[config.mk]
export PLATFORM = sky130hd
export DESIGN_NAME = softmax_div_feeder
export DESIGN_NICKNAME = d
export VERILOG_FILES = /design/src/rtl/softmax_div_feeder.sv
export SDC_FILE = /design/constraint.sdc
export NUM_CORES = 1
export LEC_CHECK = 0
export BUFFER_PORTS_ARGS = -buffer_cell sky130_fd_sc_hd__buf_2
export CORE_UTILIZATION = 45
export DETAILED_ROUTE_END_ITERATION = 7
export GPL_TIMING_DRIVEN = 0
export SYNTH_ARGS = -nofsm -noshare
export SYNTH_HDL_FRONTEND = slang
export SYNTH_SLANG_ARGS = --single-unit
[constraint.sdc]
create_clock -name aclk -period 3.1 [get_ports aclk]
set_input_delay 0.465 -clock aclk [delete_from_list [all_inputs] [get_ports aclk]]
set_output_delay 0.465 -clock aclk [all_outputs]
set_load 0.01 [all_outputs]
[src/rtl/softmax_div_feeder.sv]
// softmax_div_feeder: collects one vector of exponential values, sums them,
// turns the sum into a signed base-2 exponent and then replays the buffered
// values, tagged with that exponent, as a handshaked stream to the divider.
module softmax_div_feeder #(
    parameter int unsigned VEC_LEN  = 10,
    parameter int unsigned SUM_BIAS = 12
) (
    input  logic        aclk,
    input  logic        rst,
    input  logic        exp_in_tvalid,
    output logic        exp_in_tready,
    input  logic [23:0] exp_in_tdata,
    input  logic        exp_in_tlast,
    output logic        div_in_tvalid,
    input  logic        div_in_tready,
    output logic [7:0]  divisor_exponent_tdata,
    output logic [23:0] dividend_power_tdata,
    output logic        div_in_tlast
);
    localparam int unsigned AW = (VEC_LEN > 1) ? $clog2(VEC_LEN) : 1;
    localparam int unsigned CW = $clog2(VEC_LEN + 1);

    typedef enum logic [1:0] {ST_LOAD, ST_CALC, ST_SEND} state_t;

    state_t        state;
    state_t        state_nxt;

    logic [23:0]   buf_mem [VEC_LEN];
    logic [CW-1:0] cnt;
    logic [CW-1:0] len;
    logic [AW-1:0] rd;
    logic [AW-1:0] rd_nxt;
    logic [31:0]   sum;
    logic [7:0]    exp_reg;
    logic [7:0]    exp_calc;
    logic [5:0]    msb;
    logic          in_hs;
    logic          out_hs;
    logic          load_done;

    assign exp_in_tready          = (state == ST_LOAD);
    assign in_hs                  = exp_in_tvalid && exp_in_tready;
    assign out_hs                 = div_in_tvalid && div_in_tready;
    assign load_done              = in_hs && (exp_in_tlast || (cnt == CW'(VEC_LEN - 1)));
    assign rd_nxt                 = rd + AW'(1);
    assign divisor_exponent_tdata = exp_reg;

    // State register
    always_ff @(posedge aclk) begin
        if (rst) begin
            state <= ST_LOAD;
        end else begin
            state <= state_nxt;
        end
    end

    // Next-state logic: load until tlast or full, one calc cycle, send until last handshake
    always_comb begin
        state_nxt = state;
        unique case (state)
            ST_LOAD: if (load_done) state_nxt = ST_CALC;
            ST_CALC: state_nxt = ST_SEND;
            ST_SEND: if (out_hs && div_in_tlast) state_nxt = ST_LOAD;
            default: state_nxt = ST_LOAD;
        endcase
    end

    // Index of the highest set bit of the running sum
    always_comb begin
        msb = '0;
        for (int unsigned i = 0; i < 32; i++) begin
            if (sum[i]) msb = 6'(i);
        end
    end

    assign exp_calc = (sum == '0) ? 8'hF0 : (8'(msb) - 8'(SUM_BIAS));

    // Element buffer; intentionally not reset so a discarded vector leaves stale data
    always_ff @(posedge aclk) begin
        if (in_hs) buf_mem[cnt[AW-1:0]] <= exp_in_tdata;
    end

    // Accumulation, exponent latch and registered output stream
    always_ff @(posedge aclk) begin
        if (rst) begin
            cnt                  <= '0;
            len                  <= '0;
            sum                  <= '0;
            rd                   <= '0;
            exp_reg              <= '0;
            div_in_tvalid        <= 1'b0;
            div_in_tlast         <= 1'b0;
            dividend_power_tdata <= '0;
        end else begin
            unique case (state)
                ST_LOAD: begin
                    if (in_hs) begin
                        sum <= sum + {8'b0, exp_in_tdata};
                        cnt <= cnt + CW'(1);
                        if (load_done) len <= cnt + CW'(1);
                    end
                end
                ST_CALC: begin
                    // Exponent and first word go out together so valid rises right after CALC
                    exp_reg              <= exp_calc;
                    rd                   <= '0;
                    div_in_tvalid        <= 1'b1;
                    dividend_power_tdata <= buf_mem[0];
                    div_in_tlast         <= (len == CW'(1));
                end
                ST_SEND: begin
                    if (out_hs) begin
                        if (div_in_tlast) begin
                            div_in_tvalid <= 1'b0;
                            div_in_tlast  <= 1'b0;
                            cnt           <= '0;
                            sum           <= '0;
                            rd            <= '0;
                        end else begin
                            rd                   <= rd_nxt;
                            dividend_power_tdata <= buf_mem[rd_nxt];
                            div_in_tlast         <= (CW'(rd_nxt) == len - CW'(1));
                        end
                    end
                end
                default: ;
            endcase
        end
    end

endmodule

**After elaboration in Yosys (flattened, before gate mapping)**

Memories as Yosys holds them, arrays and structs flattened.
Cells that the tools add are included.

- Register bits after elaboration: 80
- RAM bits: 240
- Output and inout bits: 35
- Word-level logic and storage cells: 98
- Memories: 1

- Add/sub/neg operators: 5
- Eq/ne operators: 11
- Mux-type cells: 57
- Reductions and logical operators: 15

Memories:

| name | words | width | rd ports | clocked after memory_dff | write ports | line | RTL |
|---|---|---|---|---|---|---|---|
| buf_mem | 10 | 24 | 2 | 0 | 1 | 28 | `logic [23:0] buf_mem [VEC_LEN];` |

Operators with widths:

| kind | count |
|---|---|
| $mux W6 | 30 |
| $mux W32 | 3 |
| $pmux W32 S2 | 1 |
| $mux W24 | 2 |
| $pmux W24 S2 | 1 |
| $add A32 B24 Y32 | 1 |
| $logic_not A32 Y1 | 1 |
| $mux W4 | 5 |
| $pmux W4 S2 | 2 |
| $reduce_and A3 Y1 | 3 |
| $add A4 B1 Y4 const B | 2 |
| $mux W8 | 1 |
| $ne A2 B2 Y1 const B | 4 |
| $mux W1 | 7 |
| $sub A6 B4 Y7 const B | 1 |
| $pmux W2 S3 | 1 |
| $eq A4 B1 Y1 const B | 1 |
| $eq A4 B4 Y1 | 1 |
| $eq A4 B4 Y1 const B | 1 |
| $logic_and A1 B1 Y1 | 4 |
| $mux W2 | 2 |
| $ne A2 B1 Y1 const B | 2 |
| $pmux W1 S2 | 2 |
| $reduce_and A2 Y1 | 2 |
| other kinds (7) | 8 |

**Longest topological paths before layout**

- Depth in word-level cells: 33
- Gate-level depth with buffers: 10
- Gate-level depth less buffers: 10

**Worst setup path before layout**

Ideal clock, no wire load.

- Path kind: input to register
- Start point: input exp_in_tdata[0]
- End point: register sum[30]
- Setup time: 71 ps
- Arrival time: 2364 ps
- Required time: 3029 ps
- Path slack: 665 ps
- Stages on the path: 10
- Path buffers: 0
- Cells stage by stage: ha_1 > fa_1 > a211o_1 > o211ai_1 > a21oi_2 > a21oi_2 > o31a_4 > o211ai_4 > a21o_1 > a21oi_1

- Longest elaborated chain between the ends: 3

RTL lines:

| element | line | RTL |
|---|---|---|
| start, declared | 12 | `input logic [23:0] exp_in_tdata,` |
| $add A32 B24 Y32 | 98 | `sum <= sum + {8'b0, exp_in_tdata};` |
| $mux W32 | 97 | `if (in_hs) begin` |
| $pmux W32 S2 | 95 | `unique case (state)` |
| end signal, assigned | 98 |  |
| end, declared | 33 | `logic [31:0] sum;` |

No other way between the ends. The select of a mux whose other input is x is not followed.
A chain may end at the register's enable or synchronous reset.

**Worst setup path in the final report**

- Start point: register rd[1]
- End point: register dividend_power_tdata[19]

- Longest elaborated chain between the ends: 5

RTL lines:

| element | line | RTL |
|---|---|---|
| start, declared | 31 | `logic [AW-1:0] rd;` |
| start signal, assigned | 120 | `rd <= rd_nxt;` |
| $add A4 B1 Y4 | 45 | `assign rd_nxt = rd + AW'(1);` |
| $mem_v2 Z10 W24 | -- |  |
| $mux W24 | 113 | `if (div_in_tlast) begin` |
| $mux W24 | 112 | `if (out_hs) begin` |
| $pmux W24 S2 | 95 |  |
| end signal, assigned | 108 | `dividend_power_tdata <= buf_mem[0];` |
| end signal, assigned | 121 | `dividend_power_tdata <= buf_mem[rd_nxt];` |
| end, declared | 17 | `output logic [23:0] dividend_power_tdata,` |

No other way between the ends. The select of a mux whose other input is x is not followed.

==> metrics.txt <==
status finished clean; CP max stage delay 0.72 ns; startpoint types register; Skew-Pair Late Insertion Delay 0.52 ns; Num Clock Sinks 319; Ys Warns 0; Final ANT Viol Nets 0; Clock transition at path regs 0.06 ns; antenna violations before repair 0; Critical Path Sink dividend_power_tdata[19]; R2R cell count 8; met2 wire length 17050 um; reg-to-reg endpoint dividend_power_tdata[19]; uppermost layer routed met4; share of layout cells above drive strength 1 17.59%; RR Startpoint rd[1]; vias 8928; CP delay by family, top buffers and inverters; synthesis-to-finish area growth 13.77%; setup TNS 0 ns; count of flip-flops with a built-in enable after synthesis 240; DR iter-0 viols 700; post-cts hold buffer count 0; input/output buffers 63; clock skew 0.02206 ns; max_cap viols 0; Distinct cells, synth 66; largest net degree at the start of global routing 26; Slew @ Worst Pin 1.330 ns; number of global-route vias before repair 8892; final non-filler cell total 1539; final setup vio count 0; Async S/R FF share, synth 0%; CP Depth 8; CP startpoint rd[1]; worst slack, placed 0.1135 ns; Top FF cell, synth edfxtp_1; Syn Nets 1079; worst setup margin 0.4538 ns; synthesized area 0.01400 mm2; number of synthesized register bits 319; Worst Path Arrival 3.07 ns; TritonCTS Buffers 35; Rows 64; Crit path required time 3.52 ns; DRC 0; CP Capture Type register; io pins 64; wire per inst 22.72 um; Max FO, Critical Path 10; GRT Util Overall 22.68%; H-tree depth 2; CTS max path bufs 3; LEAKAGE 5.432 nW; DR WL met3 1752 um; Starting Density 45.78%; Die Wd 178.4 um; pwr dens 626.8 mW/mm2; peak supply drop 0.3473 mV; FF/Latch Area 0.008788 mm2; Final GP Congestion 0.8398; final WL 34970 um; die area 0.03183 mm2; area of the multi-input gates 0.004905 mm2; Tmin final 2.646 ns; Metal-1 WL 15450 um; worst hold path stage count 3; Gates resized, CTS repair 0; # diodes 0; CP Class register to register; nets 1179; Clk Tree Root Cell clkbuf_16; worst path buffer plus inverter count 2; CP max-delay cell clkbuf_1; max-slew violation count 0; first-pass GRT wire length 52630 um; setup bufs post-CTS 0; flop2flop setup slack 0.45 ns; global route overflow 0; DIE HEIGHT 178.4 um; Core Box Area 0.03059 mm2; FMAX 377.9 MHz; fin crit share 85.36%; normalized max-slew margin 11.32%; critical-path cell list ha_1 -> clkbuf_1 -> clkbuf_1 -> mux4_2 -> mux2i_1 -> a211oi_1 -> a21oi_1 -> a211oi_1; fill cell count 2631; cells after synthesis 1016; Post-DP HPWL 22340 um; hold crit path type input port to register; Inst Count DP 1475; router iterations before antenna repair 4; mean post-synth cell area 13.78 um2; CTS tree yes; Pwr Total 9.986 mW; Seq/Total Area, Yosys 62.76%; DR vias/cell 5.801; Hold Violations, Final 0; RSZ-0062 raised after global routing no
## cells by family after synthesis
logic type	share of synthesized area, %
and+or+nand+nor	7.988
DFF	62.76
buffers and inverters	2.296
muxes	9.659
adders and majority gates	3.092
AOI/OAI and AO/OA	12.46
xor gates and xnor gates	1.742
## report_power, final
group / total (mW) / switching (mW) / internal, mW
logic: 1.08 / 0.666 / 0.416
clock network: 4.07 / 1.68 / 2.39
registers: 4.84 / 0.106 / 4.73
total: 9.99 / 2.45 / 7.54
## Yosys cell counts (7+ instances only)
cell      number  area (um2)
edfxtp_1     240        7207
nor2_1        93       349.1
a211oi_1      80       600.6
dfxtp_1       79        1582
a21oi_1       69       345.3
mux4_2        48        1081
clkbuf_1      35       131.4
ha_1          33       412.9
nor2b_1       30       187.7
nand2_1       28       105.1
mux2i_1       26       260.3
inv_1         22       82.58
o21ai_0       22       110.1
a22oi_1       18       135.1
nand3_1       16       80.08
xnor2_1       15       131.4
buf_2         14       70.07
nor3_1        12       60.06
a21o_1        11       82.58
xor2_1        11       96.34
and2_1        10       62.56
nor4_1         8       50.05
and3_1         7       43.79
## worst min-delay path by stage
stage           from                   endpoint  slack [ns]
2_1_floorplan  rd[1]                      rd[1]        0.45
3_3_place_gp   rd[1]                      rd[1]        0.47
3_5_place_dp   rd[1]                      rd[1]        0.48
4_1_cts          rst  divisor_exponent_tdata[1]        0.25
5_1_grt          rst  divisor_exponent_tdata[0]        0.27
6_report         rst  divisor_exponent_tdata[1]        0.27
## stage by stage
step,cell area [um2],hold WS [ns],utilization [%]
final,15930,0.2685,52.08
after global routing,15930,0.2712,52.08
after CTS,15930,0.2508,52.08
after detailed placement,14820,0.4785,48.46
after global placement,14810,0.4706,48.43
after floorplan,14000,0.4492,-
## layout by cell type, fill, tap and decap left out, drive strengths merged, types with 3 or more instances in the layout
cell type and n:
a211oi 80, nor2b 30, mux4 48, and2 10, xnor2 15, nor3b 3
nor3 12, nand3 16, clkbuf 86, ha 33, xor2 12, nand4 4
a211o 3, a21o 11, or3 5, bufinv 3, a22oi 19, and3 7
inv 26, nand2 28, nor4 8, o211ai 5, a31oi 5, dfxtp 79
a21oi 71, o21a 4, mux2i 26, buf 83, edfxtp 240, nor2 93
o31ai 5, nand2b 5, o21bai 4, o21ai 27, or4 3, clkinv 5
## layer usage
| layer | GRT usage [%] | up-vias |
|---|---|---|
| met3 | 2.877 | 49 |
| met5 | 0 | - |
| met1 | 30.57 | 4463 |
| met2 | 38.47 | 245 |
| met4 | 6.321 | 0 |
| li1 | - | 4171 |
## area by class of cell
type                       count  share of cell area, %
tap                          396                  3.110
timing repair buffer          63                  1.979
clock inverter                13                  1.005
multi-input combinational    620                  30.79
clock buffer                  51                  5.937
sequential                   319                  55.16
buffer                        55                  1.500
inverter                      22                 0.5183
## tightest hold or removal path, cell delays in order
cell and delay (ns):
buf_2 0.11, or4_1 0.10, o22ai_1 0.05
## flip-flops by register name, summed over array words and instances, names as in the netlist, 2 cells and up
register	count
buf_mem	240
cnt	4
dividend_power_tdata	24
divisor_exponent_tdata	7
len	4
rd	4
state	2
sum	32
Note: power is estimated with default switching activity, not from simulation.
